### config.mk
export PLATFORM = sky130hd
export DESIGN_NAME = instruction_fetch_unit_flat
export DESIGN_NICKNAME = d
export VERILOG_FILES = /design/src/rtl/instruction_fetch_unit_if.sv /design/src/rtl/instruction_fetch_unit.sv /design/src/flat_wrapper.sv
export SDC_FILE = /design/constraint.sdc
export NUM_CORES = 1
export LEC_CHECK = 0
export CORE_UTILIZATION = 55
export DETAILED_ROUTE_END_ITERATION = 10
export GPL_TIMING_DRIVEN = 0
export PLACE_DENSITY = 0.95
export SLEW_MARGIN = 10
export SYNTH_ARGS = -nofsm -noshare
export SYNTH_HDL_FRONTEND = slang
export SYNTH_SLANG_ARGS = --single-unit
### constraint.sdc
create_clock -name ifu_clock_in -period 14.8 [get_ports ifu_clock_in]
set_input_delay 2.96 -clock ifu_clock_in [delete_from_list [all_inputs] [get_ports ifu_clock_in]]
set_output_delay 2.96 -clock ifu_clock_in [all_outputs]
set_load 0.1 [all_outputs]
### src/rtl/instruction_fetch_unit_if.sv
// Instruction fetch unit bus: redirect input, instruction-memory req/gnt/rvalid, decode valid/ready.
// Pure wiring bundle, no latency of its own.
// Backpressure is carried by ifu_mem_gnt_in (memory side) and ifu_ins_ready_in (decode side).
// IFU_MISALIGN_TRAP_EN adds the ifu_misaligned_out status line.
interface instruction_fetch_unit_if #(
  parameter int unsigned DATA_WIDTH = 32
);
  logic                  ifu_redirect_in;
  logic [DATA_WIDTH-1:0] ifu_redirect_addr_in;
  logic                  ifu_mem_req_out;
  logic [DATA_WIDTH-1:0] ifu_mem_addr_out;
  logic                  ifu_mem_gnt_in;
  logic                  ifu_mem_rvalid_in;
  logic [DATA_WIDTH-1:0] ifu_mem_rdata_in;
  logic                  ifu_ins_valid_out;
  logic [DATA_WIDTH-1:0] ifu_ins_data_out;
  logic [DATA_WIDTH-1:0] ifu_ins_pc_out;
  logic                  ifu_ins_ready_in;
`ifdef IFU_MISALIGN_TRAP_EN
  logic                  ifu_misaligned_out;
`endif

  // Fetch unit side.
  modport ifu (
`ifdef IFU_MISALIGN_TRAP_EN
    output ifu_misaligned_out,
`endif
    input  ifu_redirect_in, ifu_redirect_addr_in,
    output ifu_mem_req_out, ifu_mem_addr_out,
    input  ifu_mem_gnt_in, ifu_mem_rvalid_in, ifu_mem_rdata_in,
    output ifu_ins_valid_out, ifu_ins_data_out, ifu_ins_pc_out,
    input  ifu_ins_ready_in
  );

  // Memory / decode / redirect-source side.
  modport env (
`ifdef IFU_MISALIGN_TRAP_EN
    input  ifu_misaligned_out,
`endif
    output ifu_redirect_in, ifu_redirect_addr_in,
    input  ifu_mem_req_out, ifu_mem_addr_out,
    output ifu_mem_gnt_in, ifu_mem_rvalid_in, ifu_mem_rdata_in,
    input  ifu_ins_valid_out, ifu_ins_data_out, ifu_ins_pc_out,
    output ifu_ins_ready_in
  );
endinterface

### src/rtl/instruction_fetch_unit.sv
// Instruction fetch: owns the PC, issues one memory request at a time, buffers words for decode.
// Latency: request the cycle after a slot frees; word visible to decode the cycle after rvalid.
// Backpressure: decode ready=0 fills the FIFO, then requests stop (slots reserved at issue).
// Optional macro IFU_MISALIGN_TRAP_EN: misaligned redirects trap (sticky flag, fetch suppressed).
module instruction_fetch_unit #(
  parameter int unsigned           DATA_WIDTH   = 32,
  parameter logic [DATA_WIDTH-1:0] RESET_VECTOR = {DATA_WIDTH{1'b0}},
  parameter int unsigned           FIFO_DEPTH   = 2
) (
  input logic                 ifu_clock_in,
  input logic                 ifu_reset_in,
  instruction_fetch_unit_if.ifu bus
);

  localparam int unsigned PW = (FIFO_DEPTH > 1) ? $clog2(FIFO_DEPTH) : 1;
  localparam int unsigned CW = $clog2(FIFO_DEPTH + 1);

  typedef enum logic [1:0] {
    S_REQ  = 2'd0,
    S_WAIT = 2'd1,
    S_HOLD = 2'd2
  } state_t;

  state_t                state;
  logic [DATA_WIDTH-1:0] fetch_pc;
  logic [DATA_WIDTH-1:0] req_pc;     // PC of the request currently in flight
  logic                  drop;       // in-flight response belongs to a flushed stream
  logic                  trap_q;

  logic [DATA_WIDTH-1:0] fifo_dat [FIFO_DEPTH];
  logic [DATA_WIDTH-1:0] fifo_pc  [FIFO_DEPTH];
  logic [PW-1:0]         rd_ptr;
  logic [PW-1:0]         wr_ptr;
  logic [CW-1:0]         count;
  logic [CW-1:0]         count_nxt;

  logic                  push;
  logic                  pop;
  logic                  flush;
  logic                  slot_free;
  logic                  can_issue;
  logic                  inflight_lost;
  logic                  redir_misaligned;
  logic [DATA_WIDTH-1:0] redir_pc;

  assign flush = bus.ifu_redirect_in;
  assign pop   = bus.ifu_ins_valid_out && bus.ifu_ins_ready_in;
  // A response is kept only if it belongs to the live stream and no redirect is flushing now.
  assign push  = (state == S_WAIT) && bus.ifu_mem_rvalid_in && !drop && !flush;

`ifdef IFU_MISALIGN_TRAP_EN
  assign redir_misaligned = (bus.ifu_redirect_addr_in[1:0] != 2'b00);
  assign redir_pc         = bus.ifu_redirect_addr_in;

  // Sticky misalignment flag: every redirect overwrites it with its own alignment check.
  always_ff @(posedge ifu_clock_in or posedge ifu_reset_in) begin
    if (ifu_reset_in) begin
      trap_q <= 1'b0;
    end else if (bus.ifu_redirect_in) begin
      trap_q <= redir_misaligned;
    end
  end

  assign bus.ifu_misaligned_out = trap_q;
`else
  // Without the trap, the low address bits are simply ignored.
  assign redir_misaligned = 1'b0;
  assign redir_pc         = bus.ifu_redirect_addr_in & ~DATA_WIDTH'(3);
  assign trap_q           = 1'b0;
`endif

  // Occupancy after this edge; issue decisions use it so a pop frees a slot immediately.
  always_comb begin
    count_nxt = count;
    if (flush) begin
      count_nxt = '0;
    end else if (push && !pop) begin
      count_nxt = count + CW'(1);
    end else if (pop && !push) begin
      count_nxt = count - CW'(1);
    end
  end

  // Outstanding is zero whenever a new request is considered, so count alone decides.
  assign slot_free     = (count_nxt < CW'(FIFO_DEPTH));
  assign can_issue     = slot_free && !trap_q;
  // Granted-but-unreturned request at redirect time: its response must be discarded.
  assign inflight_lost = ((state == S_WAIT) && !bus.ifu_mem_rvalid_in) ||
                         ((state == S_REQ)  && bus.ifu_mem_gnt_in);

  // Request FSM with fetch PC, in-flight PC and drop flag; redirect overrides all else.
  always_ff @(posedge ifu_clock_in or posedge ifu_reset_in) begin
    if (ifu_reset_in) begin
      state    <= S_HOLD;
      fetch_pc <= RESET_VECTOR;
      req_pc   <= RESET_VECTOR;
      drop     <= 1'b0;
    end else if (bus.ifu_redirect_in) begin
      fetch_pc <= redir_pc;
      if (inflight_lost) begin
        drop  <= 1'b1;
        state <= S_WAIT;
      end else begin
        drop  <= 1'b0;
        state <= redir_misaligned ? S_HOLD : S_REQ;
      end
    end else begin
      case (state)
        S_REQ: begin
          if (bus.ifu_mem_gnt_in) begin
            req_pc   <= fetch_pc;
            fetch_pc <= fetch_pc + DATA_WIDTH'(4);
            state    <= S_WAIT;
          end
        end
        S_WAIT: begin
          if (bus.ifu_mem_rvalid_in) begin
            drop  <= 1'b0;
            state <= can_issue ? S_REQ : S_HOLD;
          end
        end
        S_HOLD: begin
          if (can_issue) begin
            state <= S_REQ;
          end
        end
        default: state <= S_HOLD;
      endcase
    end
  end

  // FIFO pointers and occupancy; a redirect empties the buffer in one edge.
  always_ff @(posedge ifu_clock_in or posedge ifu_reset_in) begin
    if (ifu_reset_in) begin
      rd_ptr <= '0;
      wr_ptr <= '0;
      count  <= '0;
    end else begin
      count <= count_nxt;
      if (flush) begin
        rd_ptr <= '0;
        wr_ptr <= '0;
      end else begin
        if (push) begin
          wr_ptr <= wr_ptr + PW'(1);
        end
        if (pop) begin
          rd_ptr <= rd_ptr + PW'(1);
        end
      end
    end
  end

  // FIFO storage; contents are don't-care until marked valid by count.
  always_ff @(posedge ifu_clock_in) begin
    if (push) begin
      fifo_dat[wr_ptr] <= bus.ifu_mem_rdata_in;
      fifo_pc[wr_ptr]  <= req_pc;
    end
  end

  assign bus.ifu_mem_req_out   = (state == S_REQ);
  assign bus.ifu_mem_addr_out  = fetch_pc;
  assign bus.ifu_ins_valid_out = (count != '0);
  // Head is forced to zero when empty so reset clears the outputs without resetting storage.
  assign bus.ifu_ins_data_out  = bus.ifu_ins_valid_out ? fifo_dat[rd_ptr] : '0;
  assign bus.ifu_ins_pc_out    = bus.ifu_ins_valid_out ? fifo_pc[rd_ptr]  : '0;

endmodule

### src/flat_wrapper.sv
// flat-port wrapper written by rule: the top's interface ports become plain ports
module instruction_fetch_unit_flat 
#(
  parameter int unsigned           DATA_WIDTH   = 32,
  parameter logic [DATA_WIDTH-1:0] RESET_VECTOR = {DATA_WIDTH{1'b0}},
  parameter int unsigned           FIFO_DEPTH   = 2
)
  (ifu_clock_in, ifu_reset_in, bus_ifu_redirect_in, bus_ifu_redirect_addr_in, bus_ifu_mem_req_out, bus_ifu_mem_addr_out, bus_ifu_mem_gnt_in, bus_ifu_mem_rvalid_in, bus_ifu_mem_rdata_in, bus_ifu_ins_valid_out, bus_ifu_ins_data_out, bus_ifu_ins_pc_out, bus_ifu_ins_ready_in);
  instruction_fetch_unit_if #(.DATA_WIDTH(DATA_WIDTH)) bus_i ();
  input logic ifu_clock_in;
  input logic ifu_reset_in;
  input wire logic [$bits(bus_i.ifu_redirect_in)-1:0] bus_ifu_redirect_in;
  input wire logic [$bits(bus_i.ifu_redirect_addr_in)-1:0] bus_ifu_redirect_addr_in;
  output wire logic [$bits(bus_i.ifu_mem_req_out)-1:0] bus_ifu_mem_req_out;
  output wire logic [$bits(bus_i.ifu_mem_addr_out)-1:0] bus_ifu_mem_addr_out;
  input wire logic [$bits(bus_i.ifu_mem_gnt_in)-1:0] bus_ifu_mem_gnt_in;
  input wire logic [$bits(bus_i.ifu_mem_rvalid_in)-1:0] bus_ifu_mem_rvalid_in;
  input wire logic [$bits(bus_i.ifu_mem_rdata_in)-1:0] bus_ifu_mem_rdata_in;
  output wire logic [$bits(bus_i.ifu_ins_valid_out)-1:0] bus_ifu_ins_valid_out;
  output wire logic [$bits(bus_i.ifu_ins_data_out)-1:0] bus_ifu_ins_data_out;
  output wire logic [$bits(bus_i.ifu_ins_pc_out)-1:0] bus_ifu_ins_pc_out;
  input wire logic [$bits(bus_i.ifu_ins_ready_in)-1:0] bus_ifu_ins_ready_in;
  assign bus_i.ifu_redirect_in = bus_ifu_redirect_in;
  assign bus_i.ifu_redirect_addr_in = bus_ifu_redirect_addr_in;
  assign bus_ifu_mem_req_out = bus_i.ifu_mem_req_out;
  assign bus_ifu_mem_addr_out = bus_i.ifu_mem_addr_out;
  assign bus_i.ifu_mem_gnt_in = bus_ifu_mem_gnt_in;
  assign bus_i.ifu_mem_rvalid_in = bus_ifu_mem_rvalid_in;
  assign bus_i.ifu_mem_rdata_in = bus_ifu_mem_rdata_in;
  assign bus_ifu_ins_valid_out = bus_i.ifu_ins_valid_out;
  assign bus_ifu_ins_data_out = bus_i.ifu_ins_data_out;
  assign bus_ifu_ins_pc_out = bus_i.ifu_ins_pc_out;
  assign bus_i.ifu_ins_ready_in = bus_ifu_ins_ready_in;
  instruction_fetch_unit #(.DATA_WIDTH(DATA_WIDTH), .RESET_VECTOR(RESET_VECTOR), .FIFO_DEPTH(FIFO_DEPTH)) u_core (.ifu_clock_in(ifu_clock_in), .ifu_reset_in(ifu_reset_in), .bus(bus_i));
endmodule
==> results.py, run 1 <==
metrics = {
    "setup_path": {
        "crit_chain": "clkbuf_1 > buf_1 > mux2i_1 > nor2_1 > clkdlybuf4s50_1",
        "critPathBufInv": 3,
        "crit_slowest_cell": "clkdlybuf4s50_1",
        "cp.arrival_ns": 3.43,
        "crit_family": "buffers and inverters",
        "crit_path_start_kind": "flop",
        "max_stage_delay_ns": 1.17,
        "r2r_setup_slack_ns": 12.35,
        "cp.required_ns": 11.84,
        "path_class": "reg2out",
        "endpoint_kind": "primary output",
        "critPathMaxFanout": 10,
    },
    "final_layout": {
        "syn_to_final_growth_pct": 32.4,
        "insertedDiodeCount": 0,
        "nNetsFinal": 836,
        "postLayoutCellArea_um2": 10500,
        "fill_cells": 828,
        "drive_gt1_share_pct": 13.3,
    },
    "timing": {
        "slew_violations": 0,
        "setup_ws_ns": 8.41,
        "min_period_over_period_pct": 43.2,
        "min_period_ns": 6.39,
        "tightestPinTransition_ns": 1.03,
        "whs_ns": 0.471,
        "rsz0062_at_grt": "no",
        "finalSetupViolCount": 0,
        "hold_viol": 0,
        "fmax_ghz": 0.157,
        "tns_ns": 0,
        "fin_skew_ns": 0.00757,
        "relSlewSlack_pct": 30.9,
    },
    "worst_hold_path": {
        "min_path_type": "reg2reg",
    },
    "pwr": {
        "max-vdd-ir-drop_mv": 0.134,
        "p_seq_share_pct": 31.4,
        "power_density_nw_per_um2": 219,
        "power_frac_comb_pct": 48.3,
        "power.leakage_nw": 3.77,
        "internal_power_w": 0.00122,
        "p_clk_share_pct": 20.3,
        "power_switching_w": 0.00108,
        "swShare_pct": 46.9,
        "fin_total_pwr_w": 0.00231,
    },
    "clocking": {
        "cts_root_buf": "clkbuf_16",
        "cts_sinks": 191,
        "cts_tree": "done",
        "cts_resized": 0,
        "ctsHoldBuffers": 0,
        "path_clk_slew_ns": 0.06,
        "htree_levels": 4,
        "cts_setup_buffers": 0,
        "clock_path_buffers": 2,
        "cts_buffers": 17,
        "clk_latency_ns": 0.43,
    },
    "detailed_routing": {
        "drc": 0,
        "wl_um": 18200,
        "viasPerCell": 5.53,
        "drtIter0Drc": 466,
        "drtAntennaViolNets": 0,
        "via_count": 5294,
        "first_pass_iters": 5,
        "wl_per_cell_um": 19.1,
    },
    "placement": {
        "place_area_um2": 9940,
        "preCtsSetupSlack_ns": 8.89,
        "dp_hpwl_um": 13000,
        "io_buffers": 160,
        "place_congestion": 0.847,
    },
    "logic_synthesis": {
        "ys_ff_latch": 191,
        "ys.warnings.count": 0,
        "synth_cell_types": 46,
        "synthTopCellsByArea": "edfxtp_1 (47%), dfrtp_1 (21%), mux2i_1 (8.0%), mux2_2 (4.2%), nor2_1 (3.5%)",
        "ys.flop_type": "edfxtp_1",
        "postSynthAreaPerCell_um2": 14.0,
        "async_reset_ff_share_pct": 35.1,
        "yosysSeqAreaShare_pct": 67.8,
        "synth_top_area_cell": "edfxtp_1",
        "synth_area_um2": 7970,
        "synth_top_area_share_pct": 46.7,
        "post-synth-top-count-cell": "edfxtp_1",
        "synth-edff-count": 124,
        "synthCells": 569,
        "synthTopCellsByCount": "edfxtp_1 (124), nor2_1 (74), dfrtp_1 (66)",
    },
    "global_route": {
        "gr-usage-met1_pct": 30.6,
        "grt_pass1_wl_um": 28400,
        "grt_start_max_net_pins": 41,
        "grtUsageMet2_pct": 44.1,
        "busiest_layer": "met2",
        "grt_usage_pct": 25.4,
        "grt-ovfl-total": 0,
        "grt_use_met3_pct": 5.16,
        "first_global_vias": 5475,
        "grt_antenna_before_repair": 0,
    },
    "floorplanning": {
        "die_w_um": 122,
        "io-pin-count": 168,
        "die_h_um": 122,
        "rows": 43,
        "coreArea_um2": 14000,
        "die-area_um2": 15000,
        "start_util_pct": 57.0,
    },
    "job": {
        "max_cap_violations": 0,
    },
    "run_status": {
        "status": "completed",
    },
}
## stage by stage
stage,utilization (%),instances
3_5_place_dp,71.1,925
2_1_floorplan,-,572
4_1_cts,75.4,957
5_1_grt,75.4,957
6_report,75.4,957
3_3_place_gp,70.1,912
## cells in the final DEF (no fill, tap or decap), types with 3 or more instances in the layout
cell,Yosys,layout
clkdlybuf4s50_1,0,160
edfxtp_1,124,124
nor2_1,74,74
dfrtp_1,66,66
mux2i_1,64,64
nand2_1,45,45
mux2_2,30,30
xnor2_1,24,24
clkbuf_1,17,21
clkbuf_16,0,18
o21ai_0,16,16
buf_4,4,14
o21ai_1,13,13
buf_2,9,9
nand3_1,9,9
xor2_1,8,8
nand4_1,6,6
nor3_1,7,6
nor4_2,5,5
and4_1,4,4
inv_1,5,4
conb_1,1,4
buf_6,2,3
buf_1,3,3
nor3_2,2,3
bufinv_16,0,3
## power groups by stage
stage          clock network [W]  registers (W)  logic, W
6_report                0.000467       0.000725   0.00111
5_1_grt                 0.000492       0.000733   0.00116
4_1_cts                 0.000473       0.000724   0.00112
3_5_place_dp                   0       0.000734   0.00111
3_3_place_gp                   0       0.000728   0.00109
2_1_floorplan                  0       0.000777  0.000800
## sequential cells by signal, indices dropped and copies added (netlist names)
register,count
u_core.bus.ifu_mem_addr_out,30
u_core.count,2
u_core.drop,1
u_core.fifo_dat,64
u_core.fifo_pc,60
u_core.rd_ptr,1
u_core.req_pc,30
u_core.state,2
u_core.wr_ptr,1
## routing by layer
layer | vias to the layer above | part of all wire, %
li1 | 2424 | -
met1 | 2613 | 40
met2 | 222 | 52
met3 | 35 | 6.2
met4 | 0 | 2.3
met5 | - | 0
## worst paths after layout
kind                              startpoint                         endpoint  depth (start not counted)
setup / recovery               u_core.rd_ptr           bus_ifu_ins_pc_out[22]                          5
hold / removal             u_core.req_pc[24]            u_core.fifo_pc[1][24]                          0
setup reg to reg             u_core.state[1]           u_core.fifo_dat[0][30]                          6
hold reg to reg            u_core.req_pc[24]            u_core.fifo_pc[1][24]                          0
max in group asynchronous       ifu_reset_in                u_core.req_pc[31]                          3
min in group asynchronous       ifu_reset_in  u_core.bus.ifu_mem_addr_out[23]                          2
## kinds of logic after synthesis
logic type      share of synthesized area [%]
flops                                    67.8
simple gates                             11.2
mux                                      12.3
buf+inv                                  2.40
compound gates                           2.45
xor+xnor                                 3.52
fa+ha+maj                               0.314
other cells                            0.0471
## area by class of cell
type                    count  area, um^2  share of cell area, %
flip-flops and latches    191        5400                   51.2
well taps                 180         225                   2.13
inverters                   5        21.3                  0.202
multi-input cells         341        2400                   22.7
clock inverters             9         130                   1.23
clock buffers              23         479                   4.54
plain buffers              35         173                   1.64
repair buffers            173        1720                   16.3
No activity file was read; power rests on OpenSTA's default activity.
==> inputs of run 2 (changes only) <==
Settings changed: CORE_UTILIZATION 55 to 46, PLACE_DENSITY 0.95 to 0.88.
Clock period 14.8 ns to 5.2 ns, I/O delays scaled along.
==> results.py, run 2 (synthesis gave the netlist of run 1 again) <==
metrics = {
    "run_status": {
        "status": "completed",
    },
    "worst_hold_path": {
        "hp-start": "u_core.req_pc[21]",
        "min_path_cells": 0,
        "min_path_type": "reg2reg",
        "hold_end": "u_core.fifo_pc[1][21]",
    },
    "clocking": {
        "ctsHoldBuffers": 0,
        "htree_levels": 4,
        "cts_tree": "done",
        "cts_resized": 0,
        "clock_path_buffers": 2,
        "clk_latency_ns": 0.42,
        "cts_sinks": 191,
        "cts_setup_buffers": 0,
        "cts_buffers": 17,
        "path_clk_slew_ns": 0.07,
        "cts_root_buf": "clkbuf_16",
    },
    "setup_path": {
        "path_class": "reg2out",
        "reg2reg_from": "u_core.state[1]",
        "cp.arrival_ns": 3.41,
        "max_stage_delay_ns": 1.17,
        "cp.required_ns": 4.16,
        "crit_slowest_cell": "clkdlybuf4s50_1",
        "crit_path_start_kind": "flop",
        "critPathMaxFanout": 10,
        "crit_chain": "clkbuf_1 > buf_1 > mux2i_1 > nor2_1 > clkdlybuf4s50_1",
        "endpoint_kind": "primary output",
        "reg2reg_to": "u_core.fifo_dat[1][20]",
        "r2r_setup_slack_ns": 2.64,
        "r2r_cells": 6,
    },
    "timing": {
        "fmax_ghz": 0.225,
        "slew_violations": 0,
        "rsz0062_at_grt": "no",
        "relSlewSlack_pct": 31.1,
        "whs_ns": 0.467,
        "tightestPinTransition_ns": 1.03,
        "tns_ns": 0,
        "fin_skew_ns": 0.00981,
        "finalSetupViolCount": 0,
        "min_period_ns": 4.45,
        "min_period_over_period_pct": 85.5,
        "hold_viol": 0,
    },
    "detailed_routing": {
        "wl_met1_um": 7370,
        "drtAntennaViolNets": 0,
        "wl_per_cell_um": 17.4,
        "dr_wl_met2_um": 8550,
        "wl_um": 17300,
        "first_pass_iters": 5,
        "maxUsedRoutingLayer": "met4",
        "via_count": 5141,
        "drc": 0,
        "met3_length_um": 936,
        "viasPerCell": 5.18,
        "drtIter0Drc": 267,
    },
    "final_layout": {
        "largest-register": "u_core.fifo_dat",
        "largest_reg_flops": 64,
        "insertedDiodeCount": 0,
        "final_common_cell": "clkdlybuf4s50_1",
        "nNetsFinal": 832,
        "reg_top3": "u_core.fifo_dat (64), u_core.fifo_pc (60)",
        "syn_to_final_growth_pct": 33.7,
        "drive_gt1_share_pct": 13.1,
        "fin_util_pct": 63.5,
        "mostFrequentLayoutCells": "clkdlybuf4s50_1 (160), edfxtp_1 (124), nor2_1 (74)",
        "instances_no_fill": 993,
        "postLayoutCellArea_um2": 10600,
    },
    "pwr": {
        "max-vdd-ir-drop_mv": 0.434,
        "power.leakage_nw": 3.77,
        "power_density_nw_per_um2": 609,
    },
    "global_route": {
        "first_global_vias": 5155,
        "grt_pass1_wl_um": 27200,
        "grt_usage_pct": 20.2,
        "grt-ovfl-total": 0,
        "grt_antenna_before_repair": 0,
        "grt_start_max_net_pins": 39,
    },
    "job": {
        "max_cap_violations": 0,
    },
    "floorplanning": {
        "die_w_um": 134,
        "rows": 47,
        "die-area_um2": 17900,
        "io-pin-count": 168,
        "die_h_um": 134,
        "coreArea_um2": 16800,
        "start_util_pct": 47.5,
    },
    "placement": {
        "placed_cells": 961,
        "place_congestion": 0.815,
        "place_area_um2": 10100,
        "dp_hpwl_um": 12500,
        "io_buffers": 160,
    },
}
run 2: worst max-delay path: cells and delay by family, from the launching register on:
kind                   cells  cell delay, ns
multiplexers               1            0.18
buffers and inverters      3            2.27
AND/OR/NAND/NOR            1            0.20
flip-flops                 1            0.33
run 2: how the worst max path moves through the flow:
stage                               start                      to  slack, ns
finish                      u_core.rd_ptr  bus_ifu_ins_pc_out[22]       0.75
global route                u_core.rd_ptr  bus_ifu_ins_pc_out[22]       0.60
CTS                         u_core.rd_ptr  bus_ifu_ins_pc_out[22]       0.71
detailed placement          u_core.rd_ptr  bus_ifu_ins_pc_out[22]       1.19
global placement    bus_ifu_mem_rvalid_in  u_core.fifo_dat[1][16]      -1.06
floorplan             bus_ifu_redirect_in   u_core.fifo_dat[0][0]       0.83
run 2: stage by stage:
| step | setup WS (ns) | power, W |
|---|---|---|
| 4_1_cts | 0.714 | 0.00652 |
| 3_3_place_gp | -1.06 | 0.00519 |
| 6_report | 0.751 | 0.00648 |
| 5_1_grt | 0.597 | 0.00670 |
| 3_5_place_dp | 1.19 | 0.00526 |
| 2_1_floorplan | 0.835 | 0.00449 |
run 2: area by class of cell:
type / count / area, um^2
inverters: 5 / 21.3
plain buffers: 35 / 173
clock buffers: 23 / 499
fillers: 1275 / 6110
clock inverters: 9 / 78.8
multi-input cells: 341 / 2410
flip-flops and latches: 191 / 5400
well taps: 220 / 275
repair buffers: 169 / 1790
run 2: per-layer routing:
metal | up-vias | global-route usage [%]
li1 | 2416 | -
met2 | 184 | 33.5
met5 | - | 0
met1 | 2504 | 25.6
met4 | 0 | 8.71
met3 | 37 | 4.34
run 2: power by group:
group          total [W]  switching [W]  internal (W)  leakage, nW
sequential       0.00206       0.000152       0.00191         1.94
combinational    0.00316        0.00238      0.000785         1.55
clock            0.00126       0.000535      0.000725        0.284
total            0.00648        0.00307       0.00342         3.77
